<file path="config.mk">
export PLATFORM = sky130hd
export DESIGN_NAME = ldtu_olink_sched
export DESIGN_NICKNAME = d
export VERILOG_FILES = /design/src/rtl/ldtu_olink_pkg.sv /design/src/rtl/ldtu_sync_timer.sv /design/src/rtl/ldtu_olink_sched.sv
export SDC_FILE = /design/constraint.sdc
export NUM_CORES = 1
export LEC_CHECK = 0
export ABC_AREA = 1
export CAP_MARGIN = 10
export CELL_PAD_IN_SITES_DETAIL_PLACEMENT = 0
export CELL_PAD_IN_SITES_GLOBAL_PLACEMENT = 1
export CORE_MARGIN = 3
export CORE_UTILIZATION = 24
export DETAILED_ROUTE_END_ITERATION = 7
export GPL_TIMING_DRIVEN = 0
export PLACE_DENSITY_LB_ADDON = 0.08
export SETUP_SLACK_MARGIN = 0.2
export SLEW_MARGIN = 0
export SYNTH_ARGS = -nofsm -noshare
export SYNTH_HDL_FRONTEND = slang
export SYNTH_SLANG_ARGS = --single-unit
</file>
<file path="constraint.sdc">
create_clock -name CLK -period 1.8 [get_ports CLK]
set_input_delay 0.45 -clock CLK [delete_from_list [all_inputs] [get_ports CLK]]
set_output_delay 0.45 -clock CLK [all_outputs]
set_load 0.01 [all_outputs]
</file>
<file path="src/rtl/ldtu_olink_pkg.sv">
// Shared constants and encodings for the LDTU output-link slot scheduler.
// The slot type also records whether a sync slot terminates a flush.
package ldtu_olink_pkg;

  localparam logic [31:0] IDLE_WORD = 32'hEAAAAAAA;
  localparam logic [31:0] SYNC_WORD = 32'h5A5A5A5A;
  localparam int          CNT_W     = 16;
  localparam int          OVF_W     = 8;

  typedef enum logic [1:0] {
    ST_WAIT    = 2'd0,
    ST_READ    = 2'd1,
    ST_CAPTURE = 2'd2
  } state_e;

  typedef enum logic [1:0] {
    SLOT_IDLE  = 2'd0,
    SLOT_DATA  = 2'd1,
    SLOT_SYNC  = 2'd2,
    SLOT_FSYNC = 2'd3
  } slot_e;

endpackage

</file>
<file path="src/rtl/ldtu_sync_timer.sv">
// Counts decided slots since the last sync and flags when a sync is due.
// The count parks at the last value so a flush can never make it wrap.
module ldtu_sync_timer
  import ldtu_olink_pkg::*;
#(
  parameter int SYNC_PERIOD = 256
) (
  input  logic CLK,
  input  logic rst_b,
  input  logic slot_decided,
  input  logic sync_slot,
  output logic expired
);

  localparam logic [CNT_W-1:0] LAST = CNT_W'(SYNC_PERIOD - 1);

  logic [CNT_W-1:0] cnt_q, cnt_d;

  always_comb begin
    cnt_d = cnt_q;
    if (slot_decided) begin
      if (sync_slot) begin
        cnt_d = '0;
      end else if (cnt_q != LAST) begin
        cnt_d = cnt_q + 1'b1;
      end
    end
  end

  always_ff @(posedge CLK or negedge rst_b) begin
    if (!rst_b) begin
      cnt_q <= '0;
    end else begin
      cnt_q <= cnt_d;
    end
  end

  assign expired = (cnt_q == LAST);

endmodule

</file>
<file path="src/rtl/ldtu_olink_sched.sv">
// Chooses sync, data or idle for each serializer slot and presents the word
// two cycles after the slot strobe; FIFO data is passed through in CAPTURE.
module ldtu_olink_sched
  import ldtu_olink_pkg::*;
#(
  parameter int          SYNC_PERIOD  = 256,
  parameter logic [31:0] IDLE_PATTERN = IDLE_WORD,
  parameter logic [31:0] SYNC_PATTERN = SYNC_WORD
) (
  input  logic             CLK,
  input  logic             rst_b,
  input  logic             slot_strobe,
  input  logic             fifo_empty,
  input  logic             fifo_full,
  input  logic [31:0]      fifo_data,
  input  logic             sync_req,
  input  logic             flush_req,
  output logic             read_signal,
  output logic [31:0]      dout,
  output logic             dout_valid,
  output logic             flush_done,
  output logic             strobe_err,
  output logic [OVF_W-1:0] ovf_cnt
);

  state_e            state_q, state_d;
  slot_e             slot_q, slot_d;
  logic              read_q, read_d;
  logic [31:0]       dout_q, dout_d;
  logic              valid_q, valid_d;
  logic              fdone_q, fdone_d;
  logic              serr_q, serr_d;
  logic [OVF_W-1:0]  ovf_q, ovf_d;
  logic              full_prev_q, full_prev_d;
  logic              pending_q, pending_d;
  logic              flush_q, flush_d;
  logic              decide, sync_slot, expired;

  ldtu_sync_timer #(.SYNC_PERIOD(SYNC_PERIOD)) u_sync_timer (
    .CLK          (CLK),
    .rst_b        (rst_b),
    .slot_decided (decide),
    .sync_slot    (sync_slot),
    .expired      (expired)
  );

  always_comb begin
    state_d     = state_q;
    slot_d      = slot_q;
    read_d      = 1'b0;
    dout_d      = dout_q;
    valid_d     = 1'b0;
    fdone_d     = 1'b0;
    serr_d      = serr_q | (slot_strobe && state_q != ST_WAIT);
    ovf_d       = ovf_q;
    full_prev_d = fifo_full;
    pending_d   = pending_q | sync_req | expired;
    flush_d     = flush_q | flush_req;
    decide      = 1'b0;
    sync_slot   = 1'b0;

    if (fifo_full && !full_prev_q && ovf_q != {OVF_W{1'b1}}) begin
      ovf_d = ovf_q + 1'b1;
    end

    case (state_q)
      ST_WAIT: begin
        if (slot_strobe) begin
          decide  = 1'b1;
          state_d = ST_READ;
          // While flushing, data outranks sync and an empty FIFO ends the flush.
          if (flush_q) begin
            slot_d = fifo_empty ? SLOT_FSYNC : SLOT_DATA;
          end else if (pending_q || expired) begin
            slot_d = SLOT_SYNC;
          end else if (!fifo_empty) begin
            slot_d = SLOT_DATA;
          end else begin
            slot_d = SLOT_IDLE;
          end
          read_d    = (slot_d == SLOT_DATA);
          sync_slot = (slot_d == SLOT_SYNC) || (slot_d == SLOT_FSYNC);
          if (sync_slot) begin
            pending_d = 1'b0;
          end
          if (slot_d == SLOT_FSYNC) begin
            flush_d = 1'b0;
          end
        end
      end
      ST_READ: begin
        state_d = ST_CAPTURE;
        valid_d = 1'b1;
        fdone_d = (slot_q == SLOT_FSYNC);
        if (slot_q == SLOT_IDLE) begin
          dout_d = IDLE_PATTERN;
        end else if (slot_q != SLOT_DATA) begin
          dout_d = SYNC_PATTERN;
        end
      end
      ST_CAPTURE: begin
        state_d = ST_WAIT;
        if (slot_q == SLOT_DATA) begin
          dout_d = fifo_data;
        end
      end
      default: state_d = ST_WAIT;
    endcase
  end

  always_ff @(posedge CLK or negedge rst_b) begin
    if (!rst_b) begin
      state_q     <= ST_WAIT;
      slot_q      <= SLOT_IDLE;
      read_q      <= 1'b0;
      dout_q      <= IDLE_PATTERN;
      valid_q     <= 1'b0;
      fdone_q     <= 1'b0;
      serr_q      <= 1'b0;
      ovf_q       <= '0;
      full_prev_q <= 1'b0;
      pending_q   <= 1'b0;
      flush_q     <= 1'b0;
    end else begin
      state_q     <= state_d;
      slot_q      <= slot_d;
      read_q      <= read_d;
      dout_q      <= dout_d;
      valid_q     <= valid_d;
      fdone_q     <= fdone_d;
      serr_q      <= serr_d;
      ovf_q       <= ovf_d;
      full_prev_q <= full_prev_d;
      pending_q   <= pending_d;
      flush_q     <= flush_d;
    end
  end

  assign read_signal = read_q;
  assign dout        = (state_q == ST_CAPTURE && slot_q == SLOT_DATA) ? fifo_data : dout_q;
  assign dout_valid  = valid_q;
  assign flush_done  = fdone_q;
  assign strobe_err  = serr_q;
  assign ovf_cnt     = ovf_q;

endmodule

</file>
# Word-level counts from Yosys, hierarchy flattened
# Index checks and enable logic that the tools add are counted.
# Widths: inputs -> output; s select.
# totals
regBits	67
latch_bits	0
mem_bits_rw	0
mem_bits_ro	0
in_bits	39
out_inout_bits	44
mem_count	0
# classes
add_sub_neg	2
multipliers	0
n_div	0
n_lt_le_gt_ge	0
n_eq_ne	14
shift	0
n_mux	29
bitwise	4
n_reduce_logical	15
# op_table
operator	count
$mux 32	4
$pmux 32 s2	1
$mux 16	2
$add 16x1->16 const B	1
$eq 16x8->1 const B	1
$ne 16x8->1 const B	1
$mux 1	15
$mux 2	6
$add 8x1->8 const B	1
$eq 2x2->1 const B	4
$ne 8x8->1 const B	1
$eq 2x1->1 const B	3
$reduce_bool 2->1	3
$logic_and 1x1->1	4
$logic_not 2->1	2
$ne 2x2->1 const B	2
$or 1x1->1	4
$pmux 2 s2	1
$reduce_and 2->1	2
$ne 3x3->1 const B	1
$reduce_and 3->1	1
$logic_or 1x1->1	2
$ne 2x1->1 const B	1
$logic_not 1->1	1

# Logic depth before layout (Yosys ltp)
# logic_depth
word_depth	12
ltp_mapped	11

# By module
# Synthesis repeated with hierarchy kept, for this count alone.
# hier_totals
hier_cells	495
area_unflattened_um2	3673.5
# modules_own_cells
module	instances	cells_each	area_each_um2	seq_area_each_um2
ldtu_olink_sched	1	334	2603.7	1297.5
ldtu_sync_timer	1	161	1069.8	400.4

# Least setup slack after synthesis
# No wires, ideal clock.
# synth_timing
kind	flip-flop to output port
start	register state_q[0]
end	output port dout[11]
t_arrival_ns	1.348
required_time_ns	1.350
path_slack_ns	0.002
stages_incl_launch_ff	8
path_buffers	2
cell_sequence	dfrtp_1 > nor2_4 > inv_2 > nor2_8 > inv_2 > buf_2 > buf_6 > a21oi_1
# synth_via
elab_chain_len	3
# synth_lines
element	line_no	text
from (decl)	ldtu_olink_sched.sv:26	state_e state_q, state_d;
from (signal assigned)	ldtu_olink_sched.sv:125	state_q <= state_d;
$eq 2x2->1	ldtu_olink_sched.sv:140	assign dout = (state_q == ST_CAPTURE && slot_q == SLOT_DATA) ? fifo_data : dout_q;
$logic_and 1x1->1	ldtu_olink_sched.sv:140	
$mux 32	ldtu_olink_sched.sv:140	
to (decl)	ldtu_olink_sched.sv:19	output logic [31:0] dout,
# Every way passes these cells.

# Worst setup path in the final report
# layout_timing
start	register slot_q[1]
end	output port dout[25]
# layout_via
elab_chain_len	3
# layout_lines
element	line_no	text
from (decl)	ldtu_olink_sched.sv:27	slot_e slot_q, slot_d;
from (signal assigned)	ldtu_olink_sched.sv:126	slot_q <= slot_d;
$eq 2x1->1	ldtu_olink_sched.sv:140	
$logic_and 1x1->1	ldtu_olink_sched.sv:140	
$mux 32	ldtu_olink_sched.sv:140	
# Every way passes these cells.

==> summary.md <==
| Metric | Value |
|---|---|
| Via count | 3365 |
| Number of global-route vias before repair | 3225 |
| Type of element launching the critical path | flop |
| H-tree levels | 3 |
| Post-layout power | 6.89 mW |
| Peak supply drop | 557 uV |
| Clk slew on worst S/H paths | 0.06 ns |
| EDFF count, synth | 0 |
| Area of the die | 16300 sq um |
| Hold crit path type | in2async |
| Yosys top cell by area | dfrtp_1 |
| Placed Area | 4770 sq um |
| CP endpoint kind | output port |
| Clk Latency, worst-skew pair | 0.33 ns |
| Total track usage | 13.0% |
| Register bit total from synthesis | 67 |
| Period Utilization, post-route | 120% |
| Initial DRC Count | 122 |
| Pwr/cell area | 1160 nW/um^2 |
| F_max | 0.462 GHz |
| Gp weighted congestion | 0.709 |
| # rows | 43 |
| Number of max-cap violations | 0 |
| Post-synth top cells | nand2_1 (132), nor2_1 (51), dfrtp_1 (50), inv_1 (45), nand3_1 (27) |
| Sequential share of the synthesized area | 47.8% |
| Routed Antenna Nets | 0 |
| Ys async rst share | 100% |
| Final hold vios | 0 |
| Worst Path Max Fanout | 6 |
| Fill count | 1405 |
| Final Max Tran Viols | 0 |
| DRC | 0 |
| Die height | 128 um |
| Failing checks | setup timing |
| Area delta synth->final | 67.6% |
| Multi-input gate area | 2000 sq um |
| Routed len/inst | 13.6 um |
| PortBufs | 82 |
| Core Box Area | 14100 sq um |
| Final instance area | 5950 sq um |
| Setup violations, final | 32 |
| Largest net degree at the start of global routing | 66 |
| Worst Clk Skew | 0.00532 ns |
| Sink Count | 67 |
| Netlist cell types | 35 |
| Synth Warn # | 0 |
| Crit path DAT | 1.71 ns |
| First-pass GRT wire length | 16900 um |
| Fin worst setup slack | -0.363 ns |
| Reg2reg setup slack | 0.12 ns |
| Most frequent cell after synthesis | nand2_1 |
| Initial antenna violation count | 0 |
| Status | finished, violations left |
| CTS tree | done |
| Die span in x | 128 um |
| Net Count, Synth | 495 |
| Vias/cell | 4.33 |
| Synth area leaders | dfrtp_1 (35%), nand2_1 (14%), dfstp_2 (13%) |
| RSZ-0062 raised after global routing | yes |
| Util after Layout | 42.1% |
| Tmin final | 2.16 ns |
| DRT Wirelength | 10600 um |
| WP data required | 1.35 ns |
| Share of layout cells above drive strength 1 | 38.2% |
| Fin nets | 633 |
| Total gr overflow | 0 |
| Sequential Area | 1700 sq um |
| Ant. Diodes | 0 |
| Ys flop type | dfrtp_1 |
| CTS max path bufs | 2 |
| Post-Synthesis Cell Area | 3550 sq um |
| Post-DP HPWL | 6870 um |
| Root buffer cell | clkbuf_16 |
| Top-area cell type share of the netlist area | 35.2% |
| Setup TNS | -9.42 ns |
| Mean Syn Cell Area | 7.82 sq um |
| Ports | 83 |
| Slew margin rel. | 52.1% |
| CTS Buf Count | 9 |
| Cells after Synth | 454 |
| Leak | 2.71 nW |
| Least-Margin Pin Slew | 0.714 ns |
| First-pass DRT Iterations | 4 |
| Initial Utilization | 25.1% |
| Setup CP Type | reg2out |
routing by layer:
metal	vias to the layer above	track usage [%]	wire length [um]	part of all wire, %
met5	-	0	0	0
met4	0	4.18	142	1.3
met3	10	3.43	493	4.7
met2	75	19.0	4700	44
met1	1567	18.7	5260	50
li1	1713	-	-	-
critical path, stage by stage, from the launching register on:
cell and delay (ns):
dfrtp_1 0.42, nor2_4 0.13, inv_2 0.06, nor2_8 0.14, inv_6 0.05, buf_12 0.14, buf_6 0.13, nor2_4 0.14
a21oi_4 0.04, buf_6 0.11
report_power, final:
| part | internal [mW] | switching (mW) | leakage [nW] |
|---|---|---|---|
| registers | 2.02 | 0.246 | 0.819 |
| clock network | 0.929 | 0.649 | 0.124 |
| logic | 1.55 | 1.49 | 1.77 |
stage by stage:
step	cells	hold slack, ns	setup slack, ns
global route	777	0.459	-0.443
floorplan	454	0.154	0.0401
finish	777	0.454	-0.363
CTS	753	0.452	-0.374
global placement	716	0.444	-2.28
detailed placement	717	0.254	-0.680
what timing repair did:
item | 4_1_cts | 5_1_grt
pin swaps | 8 | 19
resized for setup | 213 | 75
hold endpoints to repair | 2 | 0
hold buffers | 1 | 0
buffers inserted | 16 | 21
endpoints found under the setup margin | 92 | 68
gates cloned | 3 | 4
cells by family (layout without fill, tap and decap cells):
logic type,count (synthesis),count (layout),synth area share [%]
xor+xnor,12,12,2.96
fa+ha+maj,2,2,0.705
compound gates,71,71,10.8
simple gates,228,228,28.2
buf+inv,74,217,9.52
flops,67,67,47.8
placed cells by master (no fill, tap or decap), types with 3 or more instances in the layout:
| cell type | n |
|---|---|
| buf_2 | 15 |
| dfrtp_1 | 50 |
| a31oi_1 | 8 |
| a21oi_4 | 9 |
| buf_8 | 6 |
| buf_6 | 25 |
| clkbuf_1 | 4 |
| nand3_2 | 18 |
| nand3_4 | 3 |
| o21bai_1 | 3 |
| o21ai_1 | 10 |
| clkbuf_16 | 13 |
| nand2_4 | 14 |
| nand3_1 | 11 |
| dlygate4sd2_1 | 11 |
| inv_1 | 43 |
| inv_2 | 11 |
| buf_4 | 30 |
| xor2_1 | 8 |
| nor2_2 | 3 |
| buf_12 | 7 |
| nand2_1 | 103 |
| dfstp_2 | 17 |
| buf_16 | 4 |
| xnor2_1 | 4 |
| nor2_1 | 38 |
| o21ai_0 | 23 |
| nand2_2 | 17 |
| clkdlybuf4s50_1 | 37 |
| a21oi_1 | 9 |
| nor2_4 | 14 |
worst paths after layout:
| path | cells after the start | endpoint | startpoint |
|---|---|---|---|
| hold reg to reg | 1 | strobe_err$_DFF_PN0_ | strobe_err$_DFF_PN0_ |
| setup / recovery | 9 | dout[25] | slot_q[1]$_DFFE_PN0P_ |
| max in group asynchronous | 3 | dout_q[1]$_DFFE_PN1P_ | rst_b |
| hold / removal | 2 | dout_q[2]$_DFFE_PN0P_ | rst_b |
| min in group CLK | 1 | strobe_err$_DFF_PN0_ | strobe_err$_DFF_PN0_ |
| setup reg to reg | 11 | dout_q[6]$_DFFE_PN0P_ | slot_q[1]$_DFFE_PN0P_ |
registers in the layout, summed over array words and instances (netlist names):
register,count
ovf_cnt,8
dout_q,32
u_sync_timer.cnt_q,16
state_q,2
read_signal,1
full_prev_q,1
slot_q,2
dout_valid,1
pending_q,1
strobe_err,1
flush_q,1
flush_done,1
area by class of cell:
type,count,share of cell area (%)
inverter,59,4.08
clock buffer,13,4.04
clock inverter,3,0.294
tap,180,3.78
sequential,67,28.5
timing repair buffer,128,22.0
multi-input combinational,313,33.7
buffer,14,3.55
Note: power is estimated with default switching activity, not from simulation.
